### src/rtl/fetch_queue_unit.sv
// Fetch stage: owns the PC, reads the async ROM and buffers {pc, instr} in a DEPTH-entry queue.
// Optional combinational ROM-to-decode bypass is enabled by defining FETCH_QUEUE_BYPASS_EN.
module fetch_queue_unit #(
    parameter int unsigned       ADDR_W   = 10,
    parameter int unsigned       INSTR_W  = 10,
    parameter int unsigned       DEPTH    = 4,
    parameter logic [ADDR_W-1:0] RESET_PC = '0
) (
    input  logic                     i_clk,
    input  logic                     i_rst,
    output logic [ADDR_W-1:0]        o_imem_addr,
    input  logic [INSTR_W-1:0]       i_imem_rdata,
    output logic                     o_out_valid,
    input  logic                     i_out_ready,
    output logic [INSTR_W-1:0]       o_out_instr,
    output logic [ADDR_W-1:0]        o_out_pc,
    input  logic                     i_redirect,
    input  logic [ADDR_W-1:0]        i_redirect_pc,
    input  logic                     i_halt,
    output logic                     o_halted,
    output logic [$clog2(DEPTH):0]   o_count
);

    localparam int unsigned PTR_W = $clog2(DEPTH);
    localparam int unsigned CNT_W = PTR_W + 1;

    logic [ADDR_W-1:0]  r_fetch_pc;
    logic [ADDR_W-1:0]  r_pc_mem    [DEPTH];
    logic [INSTR_W-1:0] r_instr_mem [DEPTH];
    logic [PTR_W-1:0]   r_rd_ptr;
    logic [PTR_W-1:0]   r_wr_ptr;
    logic [CNT_W-1:0]   r_count;
    logic               r_halted;

    logic w_flush;
    logic w_q_valid;
    logic w_q_pop;
    logic w_fetch_ok;
    logic w_push;
    logic w_advance;

    // A redirect after halt must not disturb the draining queue.
    assign w_flush    = i_redirect & ~r_halted;
    assign w_q_valid  = (r_count != '0);
    assign w_q_pop    = w_q_valid & i_out_ready;
    assign w_fetch_ok = ~r_halted & ~i_halt & ~i_redirect
                        & ((r_count < CNT_W'(DEPTH)) | w_q_pop);

`ifdef FETCH_QUEUE_BYPASS_EN
    logic w_bypass;

    assign w_bypass  = ~w_q_valid & ~r_halted & ~i_halt & ~i_redirect;
    // A bypassed instruction consumed this cycle advances the PC but never enters storage.
    assign w_push    = w_fetch_ok & ~(w_bypass & i_out_ready);
    assign w_advance = w_fetch_ok;

    always_comb begin
        o_out_valid = w_q_valid | w_bypass;
        o_out_instr = r_instr_mem[r_rd_ptr];
        o_out_pc    = r_pc_mem[r_rd_ptr];
        if (w_bypass) begin
            o_out_instr = i_imem_rdata;
            o_out_pc    = r_fetch_pc;
        end
    end
`else
    assign w_push    = w_fetch_ok;
    assign w_advance = w_fetch_ok;

    always_comb begin
        o_out_valid = w_q_valid;
        o_out_instr = r_instr_mem[r_rd_ptr];
        o_out_pc    = r_pc_mem[r_rd_ptr];
    end
`endif

    assign o_imem_addr = r_fetch_pc;
    assign o_halted    = r_halted;
    assign o_count     = r_count;

    always_ff @(posedge i_clk or posedge i_rst) begin
        if (i_rst) begin
            r_fetch_pc <= RESET_PC;
            r_rd_ptr   <= '0;
            r_wr_ptr   <= '0;
            r_count    <= '0;
            r_halted   <= 1'b0;
            for (int i = 0; i < int'(DEPTH); i++) begin
                r_pc_mem[i]    <= '0;
                r_instr_mem[i] <= '0;
            end
        end else begin
            r_halted <= r_halted | i_halt;
            if (w_flush) begin
                r_fetch_pc <= i_redirect_pc;
                r_rd_ptr   <= '0;
                r_wr_ptr   <= '0;
                r_count    <= '0;
            end else begin
                if (w_push) begin
                    r_pc_mem[r_wr_ptr]    <= r_fetch_pc;
                    r_instr_mem[r_wr_ptr] <= i_imem_rdata;
                    r_wr_ptr              <= r_wr_ptr + PTR_W'(1);
                end
                if (w_q_pop) begin
                    r_rd_ptr <= r_rd_ptr + PTR_W'(1);
                end
                if (w_advance) begin
                    r_fetch_pc <= r_fetch_pc + ADDR_W'(1);
                end
                r_count <= r_count + CNT_W'(w_push) - CNT_W'(w_q_pop);
            end
        end
    end

endmodule
### config.mk
export PLATFORM = sky130hd
export DESIGN_NAME = fetch_queue_unit
export DESIGN_NICKNAME = d
export VERILOG_FILES = /design/src/rtl/fetch_queue_unit.sv
export SDC_FILE = /design/constraint.sdc
export NUM_CORES = 1
export LEC_CHECK = 0
export CAP_MARGIN = 25
export CELL_PAD_IN_SITES_DETAIL_PLACEMENT = 1
export CELL_PAD_IN_SITES_GLOBAL_PLACEMENT = 2
export CORE_MARGIN = 1.5
export CORE_UTILIZATION = 42
export DETAILED_ROUTE_END_ITERATION = 16
export PLACE_DENSITY = 0.94
export SLEW_MARGIN = 10
export SYNTH_ARGS = -nofsm -noshare
export SYNTH_HDL_FRONTEND = slang
export SYNTH_SLANG_ARGS = --single-unit
export TNS_END_PERCENT = 100
### constraint.sdc
create_clock -name i_clk -period 7.6 [get_ports i_clk]
set_clock_uncertainty 0.2 [all_clocks]
set_input_delay 1.52 -clock i_clk [delete_from_list [all_inputs] [get_ports i_clk]]
set_output_delay 1.52 -clock i_clk [all_outputs]
set_load 0.01 [all_outputs]
==> insert_results.sql <==
INSERT INTO impl_metrics (metric_group, metric, value, unit) VALUES
('cts', 'post_cts.resized_instances', '0', ''),
('timing', 'setup-violations-final', '0', ''),
('detailed_routing', 'dr.first_iter.drc_count', '94', ''),
('yosys', 'synth_top_flop_cell', 'sky130_fd_sc_hd__dfrtp_1', ''),
('cts', 'clock_latency', '0.36', 'ns'),
('timing', 'max_slew.worst_pin.slew', '0.759', 'ns'),
('global_route', 'grt_start_max_net_pins', '55', ''),
('flow_run', 'timing.max_cap.violations', '0', ''),
('setup_path', 'rrSetupSlack', '4.98', 'ns'),
('cts', 'cts_sinks', '98', ''),
('setup_path', 'cp_data_arrival_time', '2.49', 'ns'),
('cts', 'clk_path_buf_depth', '2', ''),
('layout', 'layout.nets', '400', ''),
('layout', 'multiInputGateArea', '1900', 'um2'),
('yosys', 'synth_top_area_cell', 'sky130_fd_sc_hd__dfrtp_1', ''),
('setup_path', 'timing.critical_path.from_type', 'register', ''),
('floorplanning', 'fp.dieH', '106', 'um'),
('global_route', 'grt_pass1_vias', '3129', ''),
('setup_path', 'critPathRequiredTime', '5.88', 'ns'),
('timing', 'rsz0062_at_grt', 'no', ''),
('place', 'detailed_placer_s_ending_hpwl', '6.38', 'mm'),
('cts', 'tritoncts', 'built', ''),
('floorplanning', 'start_util', '43.2', '%'),
('power_and_ir_drop', 'power_density', '222', 'nW/um2'),
('layout', 'nFillCells', '1029', ''),
('global_route', 'number_of_antenna_violations_at_the_first_check_in_global_routing', '0', ''),
('power_and_ir_drop', 'fin_total_pwr', '0.00121', 'W'),
('yosys', 'synthesis.nets', '338', ''),
('floorplanning', 'die_ar', '11300', 'um2'),
('layout', 'antenna_cells_inserted', '0', ''),
('yosys', 'netlist.area_leader.share', '55.0', '%'),
('timing', 'min_period', '4.21', 'ns'),
('timing', 'final.period_utilization', '55.5', '%'),
('floorplanning', 'coreArea', '10300', 'um2'),
('yosys', 'synth_top_cells_by_area', 'sky130_fd_sc_hd__dfrtp_1, sky130_fd_sc_hd__mux2_2, sky130_fd_sc_hd__mux4_2', ''),
('yosys', 'part_of_the_yosys_area_used_for_sequential_elements', '55.0', '%'),
('timing', 'slew_headroom', '49.3', '%'),
('yosys', 'yosysWarnings', '0', ''),
('cts', 'clk_transition_reported_paths', '0.09', 'ns'),
('min_path', 'min_from', 'r_pc_mem[21]$_DFFE_PP0P_', ''),
('timing', 'timing.setup.tns', '0', 'ns'),
('min_path', 'hold_end', 'r_pc_mem[21]$_DFFE_PP0P_', ''),
('setup_path', 'worstSetupEndpointType', 'primary output', ''),
('place', 'routabilityCongestion', '0.814', ''),
('global_route', 'grt_pass1_wl', '16.2', 'mm'),
('yosys', 'synthesis.area', '4460', 'um2'),
('detailed_routing', 'detailedRoute.firstPassIterationCount', '4', ''),
('cts', 'cts-htree-levels', '3', ''),
('timing', 'max_slew_violation_count', '0', ''),
('power_and_ir_drop', 'leakagePower', '2.55', 'nW'),
('yosys', 'yosysUniqueCellTypes', '35', ''),
('min_path', 'worstHoldPathType', 'register to register', ''),
('timing', 'hold_viol_final', '0', ''),
('detailed_routing', 'vias_cell', '5.36', ''),
('floorplanning', 'die_width', '106', 'um'),
('detailed_routing', 'antenna_left', '0', ''),
('cts', 'post_cts.repair.setup_buffers', '0', ''),
('detailed_routing', 'total_via_count_after_detailed_routing', '2721', ''),
('global_route', 'grt_remaining_overflow', '0', ''),
('setup_path', 'regToRegStartpoint', 'o_halted$_DFF_PP0_', ''),
('layout', 'postLayoutCoreUtil', '52.8', '%'),
('yosys', 'postSynth.asyncResetShare', '100', '%'),
('floorplanning', 'io_pins', '60', ''),
('status', 'status', 'complete, no violations', ''),
('setup_path', 'criticalPathCategory', 'register to primary output', ''),
('cts', 'cts_buf_count', '9', ''),
('min_path', 'hold_path_depth', '1', ''),
('layout', 'syn2layout_area_growth', '22.2', '%'),
('timing', 'max_clock_freq', '237', 'MHz'),
('layout', 'sequential_cell_area', '2450', 'um2'),
('power_and_ir_drop', 'peakVddDrop', '0.143', 'mV');
cells in the mapped netlist (2+ instances only):
cell type                  instances
sky130_fd_sc_hd__nor3_1            3
sky130_fd_sc_hd__xnor2_1           4
sky130_fd_sc_hd__buf_2            13
sky130_fd_sc_hd__a311oi_1          3
sky130_fd_sc_hd__mux2_2           79
sky130_fd_sc_hd__dfrtp_1          98
sky130_fd_sc_hd__a31oi_1           2
sky130_fd_sc_hd__ha_1              7
sky130_fd_sc_hd__nor2_1           11
sky130_fd_sc_hd__xor2_1            5
sky130_fd_sc_hd__nand3_1           3
sky130_fd_sc_hd__or3_1             3
sky130_fd_sc_hd__nand2b_1          2
sky130_fd_sc_hd__nand2_1          15
sky130_fd_sc_hd__o21ai_0           6
sky130_fd_sc_hd__and3_1            4
sky130_fd_sc_hd__mux4_2           20
sky130_fd_sc_hd__clkbuf_1          3
sky130_fd_sc_hd__inv_1             8
cell usage in the layout, fill, tap and decap left out, types with 2 or more instances in the layout:
cell type / instances
sky130_fd_sc_hd__dfrtp_1: 98
sky130_fd_sc_hd__mux2_2: 79
sky130_fd_sc_hd__clkdlybuf4s50_1: 59
sky130_fd_sc_hd__mux4_2: 20
sky130_fd_sc_hd__nand2_1: 15
sky130_fd_sc_hd__nor2_1: 11
sky130_fd_sc_hd__clkbuf_8: 11
sky130_fd_sc_hd__inv_1: 7
sky130_fd_sc_hd__ha_1: 7
sky130_fd_sc_hd__o21ai_0: 6
sky130_fd_sc_hd__xor2_1: 5
sky130_fd_sc_hd__and3_1: 4
sky130_fd_sc_hd__xnor2_1: 4
sky130_fd_sc_hd__buf_4: 4
sky130_fd_sc_hd__nand3_1: 3
sky130_fd_sc_hd__nor3_1: 3
sky130_fd_sc_hd__a311oi_1: 3
sky130_fd_sc_hd__or3_1: 3
sky130_fd_sc_hd__clkinv_4: 3
sky130_fd_sc_hd__nand2b_1: 2
sky130_fd_sc_hd__a31oi_1: 2
sky130_fd_sc_hd__clkinv_2: 2
sky130_fd_sc_hd__buf_16: 2
sky130_fd_sc_hd__buf_8: 2
registers in the layout (all words and copies together), names as in the netlist:
register     cells
r_pc_mem        40
r_wr_ptr         2
r_rd_ptr         2
o_halted         1
r_instr_mem     40
o_imem_addr     10
o_count          3
layout make-up:
cell class	count	share of cell area, %
sequential	98	45.0
multi-input combinational	182	34.8
timing repair buffer	67	12.9
tap	136	3.12
clock buffer	11	2.78
clock inverter	5	0.711
inverter	9	0.642
stage by stage:
| stage | cell area [um2] | setup WS (ns) | instances | hold WS [ns] |
|---|---|---|---|---|
| final | 5450 | 3.39 | 508 | 0.304 |
| after global placement | 5170 | 3.45 | 487 | 0.272 |
| after floorplan | 4460 | 3.32 | 305 | 0.259 |
| after global routing | 5450 | 3.24 | 508 | 0.324 |
| after detailed placement | 5180 | 3.37 | 488 | 0.286 |
| after CTS | 5370 | 3.33 | 504 | 0.308 |
logic make-up (layout without fill, tap and decap cells):
logic type	count (synthesis)	after routing	share of synthesized area [%]
xor+xnor	9	9	1.77
buf+inv	25	92	2.47
mux	101	101	30.5
compound gates	15	15	2.19
fa+ha+maj	8	8	2.41
simple gates	49	49	5.69
flops	98	98	55.0
worst max-delay path, stage by stage, from the launching register on:
cell and delay (ns):
sky130_fd_sc_hd__dfrtp_1 0.68, sky130_fd_sc_hd__buf_4 0.39, sky130_fd_sc_hd__mux4_2 0.54, sky130_fd_sc_hd__clkdlybuf4s50_1 0.53
power breakdown:
part	total (W)	internal [W]	switching, W	leakage [nW]
clock	0.000321	0.000138	0.000183	0.0955
combinational	0.000280	0.000153	0.000127	1.13
sequential	0.000611	0.000554	0.0000572	1.32
total	0.00121	0.000845	0.000367	2.55
layer usage:
metal | GRT usage (%) | up-vias | wire length, um
li1 | - | 1230 | -
met1 | 25.1 | 1431 | 4340
met2 | 31.4 | 53 | 4820
met3 | 3.92 | 7 | 316
met4 | 4.92 | 0 | 89
met5 | 0 | - | 0
worst max-delay path by stage:
stage / to / slack, ns / cells past startpoint
floorplan: o_count[0]$_DFF_PP0_ / 3.32 / 1
global placement: o_count[2]$_DFF_PP0_ / 3.45 / 13
detailed placement: o_count[2]$_DFF_PP0_ / 3.37 / 13
CTS: o_out_pc[3] / 3.33 / 3
global route: o_out_pc[3] / 3.24 / 3
finish: o_out_pc[3] / 3.39 / 3
No activity file was read; power rests on OpenSTA's default activity.
